==> src/rtl/sa_feeder_if.sv <==
// Bus between the systolic-array feeder and its host/array: matrix write port,
// sequence control and the skewed activation / weight lanes.
interface sa_feeder_if;
    logic       wr_en;
    logic       wr_sel;
    logic [3:0] wr_addr;
    logic [7:0] wr_data;
    logic       start;
    logic       busy;
    logic       done;
    logic       P1_en;
    logic [7:0] A_out_1;
    logic [7:0] A_out_2;
    logic [7:0] A_out_3;
    logic [7:0] B_out_1;
    logic [7:0] B_out_2;
    logic [7:0] B_out_3;

    modport master (
        output wr_en, wr_sel, wr_addr, wr_data, start,
        input  busy, done, P1_en, A_out_1, A_out_2, A_out_3, B_out_1, B_out_2, B_out_3
    );

    modport slave (
        input  wr_en, wr_sel, wr_addr, wr_data, start,
        output busy, done, P1_en, A_out_1, A_out_2, A_out_3, B_out_1, B_out_2, B_out_3
    );
endinterface

==> src/rtl/sa_feeder.sv <==
// 3x3 systolic-array feeder: buffers A and B, preloads B rows, then streams A
// along a diagonal skew so lane j lags lane 1 by j-1 cycles.
module sa_feeder (
    input logic        clk,
    input logic        rst,
    sa_feeder_if.slave bus
);

    localparam logic [2:0] StIdle  = 3'd0;
    localparam logic [2:0] StLoadB = 3'd1;
    localparam logic [2:0] StFeedA = 3'd2;
    localparam logic [2:0] StDrain = 3'd3;
    localparam logic [2:0] StDone  = 3'd4;

    logic [2:0] state_q, state_d;
    logic [2:0] k_q, k_d;

    logic [7:0] a_mem [9];
    logic [7:0] b_mem [9];
    logic       wr_ok;

    logic       busy_q, busy_d;
    logic       done_q, done_d;
    logic       p1_en_q, p1_en_d;
    logic [7:0] a_out_q [3];
    logic [7:0] a_out_d [3];
    logic [7:0] b_out_q [3];
    logic [7:0] b_out_d [3];

    function automatic logic [3:0] elem_idx(input logic [2:0] row, input logic [1:0] col);
        return ({1'b0, row} * 4'd3) + {2'b00, col};
    endfunction

    // Writes only land while idle and no sequence is being requested.
    assign wr_ok = bus.wr_en && (state_q == StIdle) && !bus.start && (bus.wr_addr <= 4'd8);

    always_comb begin
        state_d = state_q;
        k_d     = k_q + 3'd1;
        case (state_q)
            StIdle: begin
                k_d = 3'd0;
                if (bus.start) state_d = StLoadB;
            end
            StLoadB: begin
                if (k_q == 3'd2) begin
                    state_d = StFeedA;
                    k_d     = 3'd0;
                end
            end
            StFeedA: begin
                if (k_q == 3'd4) begin
                    state_d = StDrain;
                    k_d     = 3'd0;
                end
            end
            StDrain: begin
                if (k_q == 3'd2) begin
                    state_d = StDone;
                    k_d     = 3'd0;
                end
            end
            StDone: begin
                state_d = StIdle;
                k_d     = 3'd0;
            end
            default: begin
                state_d = StIdle;
                k_d     = 3'd0;
            end
        endcase
    end

    // Outputs are decoded from the state/phase being entered so they register
    // on the same edge as the transition.
    always_comb begin
        busy_d  = (state_d == StLoadB) || (state_d == StFeedA) || (state_d == StDrain);
        done_d  = (state_d == StDone);
        p1_en_d = (state_d == StLoadB);
        for (int j = 0; j < 3; j++) begin
            a_out_d[j] = 8'h00;
            b_out_d[j] = 8'h00;
            if ((state_d == StLoadB) && (k_d <= 3'd2)) begin
                b_out_d[j] = b_mem[elem_idx(k_d, 2'(j))];
            end
            if ((state_d == StFeedA) && (k_d >= 3'(j)) && ((k_d - 3'(j)) <= 3'd2)) begin
                a_out_d[j] = a_mem[elem_idx(k_d - 3'(j), 2'(j))];
            end
        end
    end

    always_ff @(posedge clk or negedge rst) begin
        if (!rst) begin
            state_q <= StIdle;
            k_q     <= 3'd0;
        end else begin
            state_q <= state_d;
            k_q     <= k_d;
        end
    end

    always_ff @(posedge clk or negedge rst) begin
        if (!rst) begin
            for (int i = 0; i < 9; i++) begin
                a_mem[i] <= 8'h00;
                b_mem[i] <= 8'h00;
            end
        end else if (wr_ok) begin
            if (bus.wr_sel) begin
                b_mem[bus.wr_addr] <= bus.wr_data;
            end else begin
                a_mem[bus.wr_addr] <= bus.wr_data;
            end
        end
    end

    always_ff @(posedge clk or negedge rst) begin
        if (!rst) begin
            busy_q  <= 1'b0;
            done_q  <= 1'b0;
            p1_en_q <= 1'b0;
            for (int j = 0; j < 3; j++) begin
                a_out_q[j] <= 8'h00;
                b_out_q[j] <= 8'h00;
            end
        end else begin
            busy_q  <= busy_d;
            done_q  <= done_d;
            p1_en_q <= p1_en_d;
            for (int j = 0; j < 3; j++) begin
                a_out_q[j] <= a_out_d[j];
                b_out_q[j] <= b_out_d[j];
            end
        end
    end

    assign bus.busy    = busy_q;
    assign bus.done    = done_q;
    assign bus.P1_en   = p1_en_q;
    assign bus.A_out_1 = a_out_q[0];
    assign bus.A_out_2 = a_out_q[1];
    assign bus.A_out_3 = a_out_q[2];
    assign bus.B_out_1 = b_out_q[0];
    assign bus.B_out_2 = b_out_q[1];
    assign bus.B_out_3 = b_out_q[2];

endmodule

==> src/flat_wrapper.sv <==
// flat-port wrapper written by rule: the top's interface ports become plain ports
module sa_feeder_flat 
  (clk, rst, bus_wr_en, bus_wr_sel, bus_wr_addr, bus_wr_data, bus_start, bus_busy, bus_done, bus_P1_en, bus_A_out_1, bus_A_out_2, bus_A_out_3, bus_B_out_1, bus_B_out_2, bus_B_out_3);
  sa_feeder_if bus_i ();
  input logic clk;
  input logic rst;
  input wire logic [$bits(bus_i.wr_en)-1:0] bus_wr_en;
  input wire logic [$bits(bus_i.wr_sel)-1:0] bus_wr_sel;
  input wire logic [$bits(bus_i.wr_addr)-1:0] bus_wr_addr;
  input wire logic [$bits(bus_i.wr_data)-1:0] bus_wr_data;
  input wire logic [$bits(bus_i.start)-1:0] bus_start;
  output wire logic [$bits(bus_i.busy)-1:0] bus_busy;
  output wire logic [$bits(bus_i.done)-1:0] bus_done;
  output wire logic [$bits(bus_i.P1_en)-1:0] bus_P1_en;
  output wire logic [$bits(bus_i.A_out_1)-1:0] bus_A_out_1;
  output wire logic [$bits(bus_i.A_out_2)-1:0] bus_A_out_2;
  output wire logic [$bits(bus_i.A_out_3)-1:0] bus_A_out_3;
  output wire logic [$bits(bus_i.B_out_1)-1:0] bus_B_out_1;
  output wire logic [$bits(bus_i.B_out_2)-1:0] bus_B_out_2;
  output wire logic [$bits(bus_i.B_out_3)-1:0] bus_B_out_3;
  assign bus_i.wr_en = bus_wr_en;
  assign bus_i.wr_sel = bus_wr_sel;
  assign bus_i.wr_addr = bus_wr_addr;
  assign bus_i.wr_data = bus_wr_data;
  assign bus_i.start = bus_start;
  assign bus_busy = bus_i.busy;
  assign bus_done = bus_i.done;
  assign bus_P1_en = bus_i.P1_en;
  assign bus_A_out_1 = bus_i.A_out_1;
  assign bus_A_out_2 = bus_i.A_out_2;
  assign bus_A_out_3 = bus_i.A_out_3;
  assign bus_B_out_1 = bus_i.B_out_1;
  assign bus_B_out_2 = bus_i.B_out_2;
  assign bus_B_out_3 = bus_i.B_out_3;
  sa_feeder u_core (.clk(clk), .rst(rst), .bus(bus_i));
endmodule
==> config.mk <==
export PLATFORM = sky130hd
export DESIGN_NAME = sa_feeder_flat
export DESIGN_NICKNAME = d
export VERILOG_FILES = /design/src/rtl/sa_feeder_if.sv /design/src/rtl/sa_feeder.sv /design/src/flat_wrapper.sv
export SDC_FILE = /design/constraint.sdc
export NUM_CORES = 1
export LEC_CHECK = 0
export BUFFER_PORTS_ARGS = -buffer_cell sky130_fd_sc_hd__buf_2
export CAP_MARGIN = 20
export CORE_MARGIN = 8
export CORE_UTILIZATION = 38
export CTS_CLUSTER_DIAMETER = 60
export DETAILED_ROUTE_END_ITERATION = 10
export PLACE_DENSITY = 0.51
export SKIP_LAST_GASP = 1
export SYNTH_ARGS = -nofsm -noshare
export SYNTH_HDL_FRONTEND = slang
export SYNTH_SLANG_ARGS = --single-unit
==> constraint.sdc <==
create_clock -name clk -period 5.55 [get_ports clk]
set_input_delay 0.555 -clock clk [delete_from_list [all_inputs] [get_ports clk]]
set_output_delay 0.555 -clock clk [all_outputs]
set_load 0.03 [all_outputs]
# Yosys cells after proc, flatten, opt, wreduce, memory -nomap -nowiden
# Index checks and enable logic that the tools add are counted.
word_totals:
  output_inout_bits: 51
  wordCells: 123
  regBits: 201
op_classes:
  muxes: 36
  n_addsub: 7
  n_lt_le_gt_ge: 14
  n_eq_ne: 9
  bitwise: 7
  n_reduce_logical: 18
  n_mul: 3
op_table:
  columns: ["cell", "n"]
  rows:
  - ["8-bit binary-select mux with 4-bit select", 6]
  - ["8-bit 2-to-1 mux", 19]
  - ["72-bit bitwise mux", 2]
  - ["8-bit demux with 4-bit select", 1]
  - ["5-bit greater-or-equal comparator, second input constant", 6]
  - ["4-bit NOT with 5-bit output", 6]
  - ["3-bit 2-to-1 mux", 6]
  - ["3-bit by 2-bit equality test with 1-bit output, second input constant", 5]
  - ["3-bit by 2-bit multiplier with 4-bit output, second input constant", 3]
  - ["3-bit one-hot mux with 4 select lines", 1]
  - ["1-bit logical AND", 11]
  - ["3-bit by 2-bit <= comparator with 1-bit output, second input constant", 3]
  - ["4-bit by 1-bit adder with 4-bit output, second input constant", 2]
  - ["4-bit by 2-bit adder with 4-bit output, second input constant", 2]
  - ["3-bit by 1-bit equality test with 1-bit output, second input constant", 2]
  - ["3-bit equality test, second input constant", 2]
  - ["3-bit by 1-bit greater-or-equal comparator with 1-bit output, second input constant", 2]
  - ["3-bit one-hot mux with 2 select lines", 1]
  - ["5-bit by 1-bit less-than comparator with 1-bit output, second input constant", 1]
  - ["4-bit <= comparator, second input constant", 1]
  - ["2-bit AND reduction", 2]
  - ["3-bit by 1-bit adder with 3-bit output, second input constant", 1]
  - ["3-bit by 2-bit greater-or-equal comparator with 1-bit output, second input constant", 1]
  - ["3-bit zero test", 1]
  - ["other kinds (6)", 7]

# Depth between registers and ports, before layout
# Gate-level depths: netlist of run 1.
depth:
  ltp_word: 11
  mapped_depth: 20
  ltp_nobuf: 16

# Worst setup path after synthesis of run 1
# No wires, ideal clock.
synth_path:
  kind: "register to register"
  from: "register u_core.k_q[0]"
  to: "register u_core.b_out_q, in the netlist u_core.bus.B_out_3[0]"
  required_time_ns: 5.398
  arrival_time_ns: 4.176
  setup_slack_ns: 1.222
  path_stages_with_launch: 18
  setup_ns: 0.152
  path_cell_list: "dfrtp_1 -> inv_1 -> ha_1 -> a21boi_2 -> o21ai_0 -> nor2_1 -> nand2_1 -> ha_1 -> clkbuf_1 -> inv_1 -> buf_2 -> buf_2 -> buf_2 -> ha_1 -> clkbuf_1 -> mux4_2 -> mux2i_1 -> a211oi_1"
synth_rtl:
  columns: ["element", "line", "rtl"]
  rows:
  - ["start: declaration", "sa_feeder.sv:16", "logic [2:0] k_q, k_d;"]
  - ["start signal: assignment", "sa_feeder.sv:98", "k_q <= k_d;"]
  - ["end signal: indexed assignment", "sa_feeder.sv:132", "b_out_q[j] <= b_out_d[j];"]
  - ["end: declaration", "sa_feeder.sv:27", "logic [7:0] b_out_q [3];"]

==> results_dict.tcl, run 1 <==
set metrics [dict create \
    status "completed" \
    routedWlPerCell_um 23.4 \
    cts_root_buffer "clkbuf_16" \
    ys_types 60 \
    synth_seq_cells 201 \
    synth_cells 786 \
    n_fill_cell 2532 \
    yosys_warnings 0 \
    ios 68 \
    cp_common_cell "ha_1" \
    firstDrtPassIters 5 \
    drive_gt1_share_pct 42.0 \
    fin_crit_ps 4770 \
    syn2layout_area_growth_pct 14.1 \
    multi_input_area_um2 5330 \
    routed_wl_um 28900 \
    grt_pass1_wl_um 44400 \
    post_cts_buffers 0 \
    startpoint_type "register" \
    async_flop_share_pct 100 \
    setup_tns_ps 0 \
    cts.htree.levels 1 \
    layout.cells.non_filler 1238 \
    nets 873 \
    cp-end-kind "register" \
    viasPerCell 5.64 \
    insertion_delay_ps 520 \
    synthesis.nets 818 \
    cp_max_fo 13 \
    hold_viol_final 0 \
    slowest_delay_ps 660 \
    num_rows 61 \
    numPortBuffers 67 \
    setup_viol 0 \
    ctsHoldBuffers 0 \
    worstMarginPinSlew_ps 1140 \
    dieArea_um2 33600 \
    skew_ps 10.2 \
    drv_slew 0 \
    relSlewSlack_pct 23.5 \
    cp.arrival_ps 5220 \
    die_h_um 183 \
    grt_start_max_net_pins 96 \
    fmax_ghz 0.210 \
    crit_chain "inv_1, ha_1, a21boi_2, o21ai_0, nor2_1, nand2_1, inv_1, ha_1, fa_1, ha_1, nor2b_1, xnor2_1, xor2_1, nor4_2, nand3_1, nand3_1" \
    cts_num_sinks 201 \
    ys_seq_area_share_pct 47.3 \
    hold_class "in2async" \
    dp_hpwl_um 19800 \
    grt_overflow 0 \
    regArea_um2 5030 \
    drtIter0Drc 502 \
    path_class "reg2reg" \
    place_congestion 0.871 \
    avgSynthCellArea_um2 13.5 \
    cts_resized 0 \
    die_x_um 183 \
    max-cap-violations 0 \
    coreArea_um2 27700 \
    grt_util_all_layers_pct 17.2 \
    ant_nets 0 \
    grt_pass1_vias 7057 \
    cts_max_path_buffers 3 \
    synth_area_um2 10600 \
    cp_slowest_cell "nor4_2" \
    fin_crit_sh_pct 85.9 \
    start_util_pct 38.4 \
    synth-edff-count 0 \
    dpl.cell_count 1192 \
    cts.clk_slew.worst_paths_ps 60 \
    ys.flop_type "dfrtp_1" \
    rsz0062_at_grt "no" \
    numCtsBuffers 25 \
    cts_tree "yes" \
    grt_antenna_before_repair 2 \
    drc 0 \
    cp_data_required_time_ps 6000 \
    vias 6979 \
]
## synthesized netlist by cell type, types with 4 or more instances
cell	count	share of area [%]
o21ai_1	4	0.19
nor3_2	4	0.38
a311oi_1	7	0.58
and3_1	4	0.24
mux2_2	142	15
a211oi_1	15	1.1
nand2_1	50	1.8
nor2b_1	13	0.76
a21oi_1	33	1.6
buf_2	16	0.75
mux4_2	65	14
nand3_1	35	1.6
dfrtp_1	201	47
buf_6	5	0.53
ha_1	14	1.6
a22oi_2	8	0.94
inv_1	9	0.32
nor2_1	28	0.99
xnor2_1	6	0.49
a22oi_1	8	0.56
clkbuf_1	25	0.88
mux2i_1	38	3.6
## final timing paths
| path | slack [ps] | to | depth (start not counted) | startpoint |
|---|---|---|---|---|
| max | 780 | u_core.bus.B_out_2[1] | 16 | u_core.k_q[0] |
| max reg2reg | 780 | u_core.bus.B_out_2[1] | 16 | u_core.k_q[0] |
| min reg2reg | 490 | u_core.a_mem[66] | 1 | u_core.a_mem[66] |
| min | 110 | u_core.bus.B_out_1[2] | 1 | rst |
| min in group clk | 330 | u_core.bus.busy | 2 | bus_start |
| max in group asynchronous | 4080 | u_core.a_mem[34] | 2 | rst |
## worst max-delay path: cells and delay by family (launching register included)
| kind | cells | cell delay (ps) |
|---|---|---|
| simple gates | 6 | 1520 |
| fa+ha+maj | 4 | 1480 |
| flops | 1 | 480 |
| xor+xnor | 2 | 460 |
| buf+inv | 2 | 410 |
| compound gates | 2 | 350 |
## layout make-up
cell class	count	area share [%]
Antenna cell	2	0.0412
Clock buffer	33	5.90
Clock inverter	11	0.856
Inverter	11	0.351
Multi-Input combinational cell	525	43.9
Sequential cell	201	41.5
Tap cell	378	3.90
Timing Repair Buffer	77	3.59
## stage by stage
stage | hold WS, ps | worst slack, ps | utilization, % | cell area [µm²]
final | 113 | 780 | 43.8 | 12100
after global routing | 177 | 463 | 43.8 | 12100
after CTS | 140 | 878 | 43.8 | 12100
after detailed placement | 479 | 879 | 40.8 | 11300
after global placement | 469 | 1070 | 40.8 | 11300
after floorplan | 259 | 1220 | - | 10600
## metal layers
layer,part of all wire [%],global-route usage (%),up-vias
met5,0,0,-
met4,1.8,4.49,0
met3,5.9,2.79,36
met2,45,26.2,220
met1,47,25.2,3648
li1,-,-,3075
## flip-flops by register name, indices dropped and copies added, names as in the netlist
name,flops
u_core.bus.P1_en,1
u_core.bus.busy,1
u_core.bus.B_out_3,8
u_core.bus.done,1
u_core.k_q,3
u_core.bus.A_out_1,8
u_core.bus.A_out_3,8
u_core.a_mem,72
u_core.bus.B_out_2,8
u_core.bus.B_out_1,8
u_core.bus.A_out_2,8
u_core.b_mem,72
u_core.state_q,3
## cell families (layout without fill, tap and decap cells)
kind of cell             after synthesis  in the layout  synth area share (%)
other                                  0              2                     0
AND/OR/NAND/NOR                      159            159                  7.99
adder cells (fa/ha/maj)               15             15                  1.84
buffers and inverters                 60            132                  2.70
flip-flops                           201            201                  47.3
XOR/XNOR                              12             12                  1.27
multiplexers                         247            247                  32.6
AO/OA/AOI/OAI                         92             92                  6.30
## layout by cell type, fill, tap and decap left out, drive strengths merged, types with 2 or more instances in the layout
cell / count
ha: 14
diode: 2
nand2b: 3
mux4: 65
a211oi: 15
a21oi: 33
mux2: 144
o21a: 3
clkbuf: 34
nor4: 3
xor2: 5
nand3b: 3
and3: 4
mux2i: 38
a22oi: 16
dfrtp: 201
nand2: 51
o21ai: 7
nand3: 35
nor2: 33
nor2b: 13
inv: 12
o2111ai: 2
clkinv: 8
a311oi: 7
o211ai: 2
buf: 76
xnor2: 7
nor3: 7
nor4b: 2
Power of run 1 is not shown: default switching activity piles up to over one toggle a cycle in this logic, so the estimate is an artifact.
==> run 2: changes to the inputs <==
==> constraint.sdc (replaced) <==
create_clock -name clk -period 5.55 [get_ports clk]
set_input_delay 0.8325 -clock clk [delete_from_list [all_inputs] [get_ports clk]]
set_output_delay 0.8325 -clock clk [all_outputs]
set_load 0.03 [all_outputs]
==> run 2 against run 1 <==
Global-route usage barely moved. Clock skew rose by 14 ps. Final cell count barely moved. Sequential share of layout area fell by 0.16 points. Hold slack improved by 260 ps. Worst setup slack got worse by 32 ps. First-iteration DRC count rose by 21%. Clock-buffer cell count rose by 5. Non-clock buffer count did not move. Critical path depth did not move. Register-to-register slack got worse by 30 ps. Critical endpoint is now u_core.bus.B_out_2[3]. Largest cell class unchanged.
==> results_dict.tcl, run 2 (synthesis results as in run 1) <==
set metrics [dict create \
    syn2layout_area_growth_pct 14.6 \
    n_antenna_cell 0 \
    whs_ps 375 \
    drtIter0Drc 606 \
    coreArea_um2 27700 \
    drive_gt1_share_pct 41.6 \
    vias 7020 \
    post_cts_buffers 0 \
    num_rows 61 \
    hold_class "in2async" \
    grt_antenna_before_repair 1 \
    die_h_um 183 \
    fmax_ghz 0.208 \
    grt_pass1_vias 7085 \
    insertion_delay_ps 530 \
    start_util_pct 38.4 \
    dieArea_um2 33600 \
    nets 874 \
    startpoint_type "register" \
    ant_nets 0 \
    path_class "reg2reg" \
    cp.arrival_ps 5260 \
    firstDrtPassIters 5 \
    final_common_cell "dfrtp_1" \
    setup_tns_ps 0 \
    numPortBuffers 67 \
    numCtsBuffers 26 \
    drv_slew 0 \
    viasPerCell 5.67 \
    cts_num_sinks 201 \
    fin_crit_sh_pct 86.5 \
    die_x_um 183 \
    cp_data_required_time_ps 6010 \
    grt_util_all_layers_pct 17.2 \
    ctsHoldBuffers 0 \
    dp_hpwl_um 19500 \
    cts_root_buffer "clkbuf_16" \
    grt_overflow 0 \
    routedWlPerCell_um 23.4 \
    worstMarginPinSlew_ps 994 \
    cts.htree.levels 1 \
    cts.clk_slew.worst_paths_ps 60 \
    place_congestion 0.903 \
    rsz0062_at_grt "no" \
    biggestRegsByFlops "u_core.a_mem (72), u_core.b_mem (72)" \
    max-cap-violations 0 \
    cp-end-kind "register" \
    grt_pass1_wl_um 44600 \
    drc 0 \
    fin_crit_ps 4800 \
    status "completed" \
    ios 68 \
    relSlewSlack_pct 33.5 \
    cts_tree "yes" \
    layout_common_cells "dfrtp_1 (201), mux2_2 (142), buf_2 (66), mux4_2 (65), nand2_1 (50)" \
    cp_max_fo 13 \
    grt_start_max_net_pins 111 \
    cts_resized 0 \
    cts_max_path_buffers 3 \
    routed_wl_um 28900 \
    setup_viol 0 \
    hold_viol_final 0 \
    skew_ps 24.0 \
]
run 2: changes by cell type in the layout (fill, tap and decap cells not counted):
cell | before | now
clkbuf_1 | 2 | 7
clkbuf_16 | 25 | 27
clkbuf_8 | 7 | 5
clkinv_2 | 5 | 3
diode_2 | 2 | 0
bufinv_16 | 1 | 2
clkinv_4 | 2 | 1
run 2: area by class of cell:
| type | count | area [µm²] |
|---|---|---|
| clock buffer | 38 | 757 |
| clock inverter | 9 | 115 |
| fill | 2485 | 15500 |
| inverter | 11 | 42.5 |
| multi-input combinational | 525 | 5330 |
| sequential | 201 | 5030 |
| tap | 378 | 473 |
| timing repair buffer | 77 | 435 |
run 2: stage by stage:
stage,utilization (%),area (µm²),instances,setup WS [ps]
after floorplan,-,10600,786,1220
after global placement,40.8,11300,1191,1080
after detailed placement,40.8,11300,1192,876
after CTS,44.0,12200,1239,839
after global routing,44.0,12200,1239,426
final,44.0,12200,1239,749
run 2: routing by layer:
layer / routed length (µm) / global-route usage [%] / vias to the layer above / share of wire, %
li1: - / - / 3063 / -
met3: 2080 / 3.72 / 42 / 7.2
met4: 571 / 4.55 / 2 / 2.0
met1: 13200 / 24.6 / 3664 / 46
met5: 10 / 0 / - / 0.035
met2: 13000 / 26.2 / 249 / 45
run 2: worst max-delay path: stages, from the launching register on:
cell      delay (ps)
dfrtp_1          490
inv_1            140
ha_1             260
a21boi_2         250
o21ai_0          110
nor2_1           170
nand2_1          240
inv_1            290
ha_1             250
fa_1             650
ha_1             340
nor2b_1          150
xnor2_1          320
xor2_1           130
nor4_2           640
nand3_1          150
nand3_1          140
run 2: final timing paths:
| path | start | cells past startpoint | slack (ps) | end |
|---|---|---|---|---|
| min | rst | 1 | 370 | u_core.bus.B_out_1[2] |
| max in group asynchronous | rst | 2 | 4080 | u_core.a_mem[21] |
| max reg2reg | u_core.k_q[0] | 16 | 750 | u_core.bus.B_out_2[3] |
| max | u_core.k_q[0] | 16 | 750 | u_core.bus.B_out_2[3] |
| min reg2reg | u_core.a_mem[66] | 1 | 490 | u_core.a_mem[66] |
| min in group clk | u_core.a_mem[66] | 1 | 490 | u_core.a_mem[66] |
Power of run 2 is left out for the same reason.
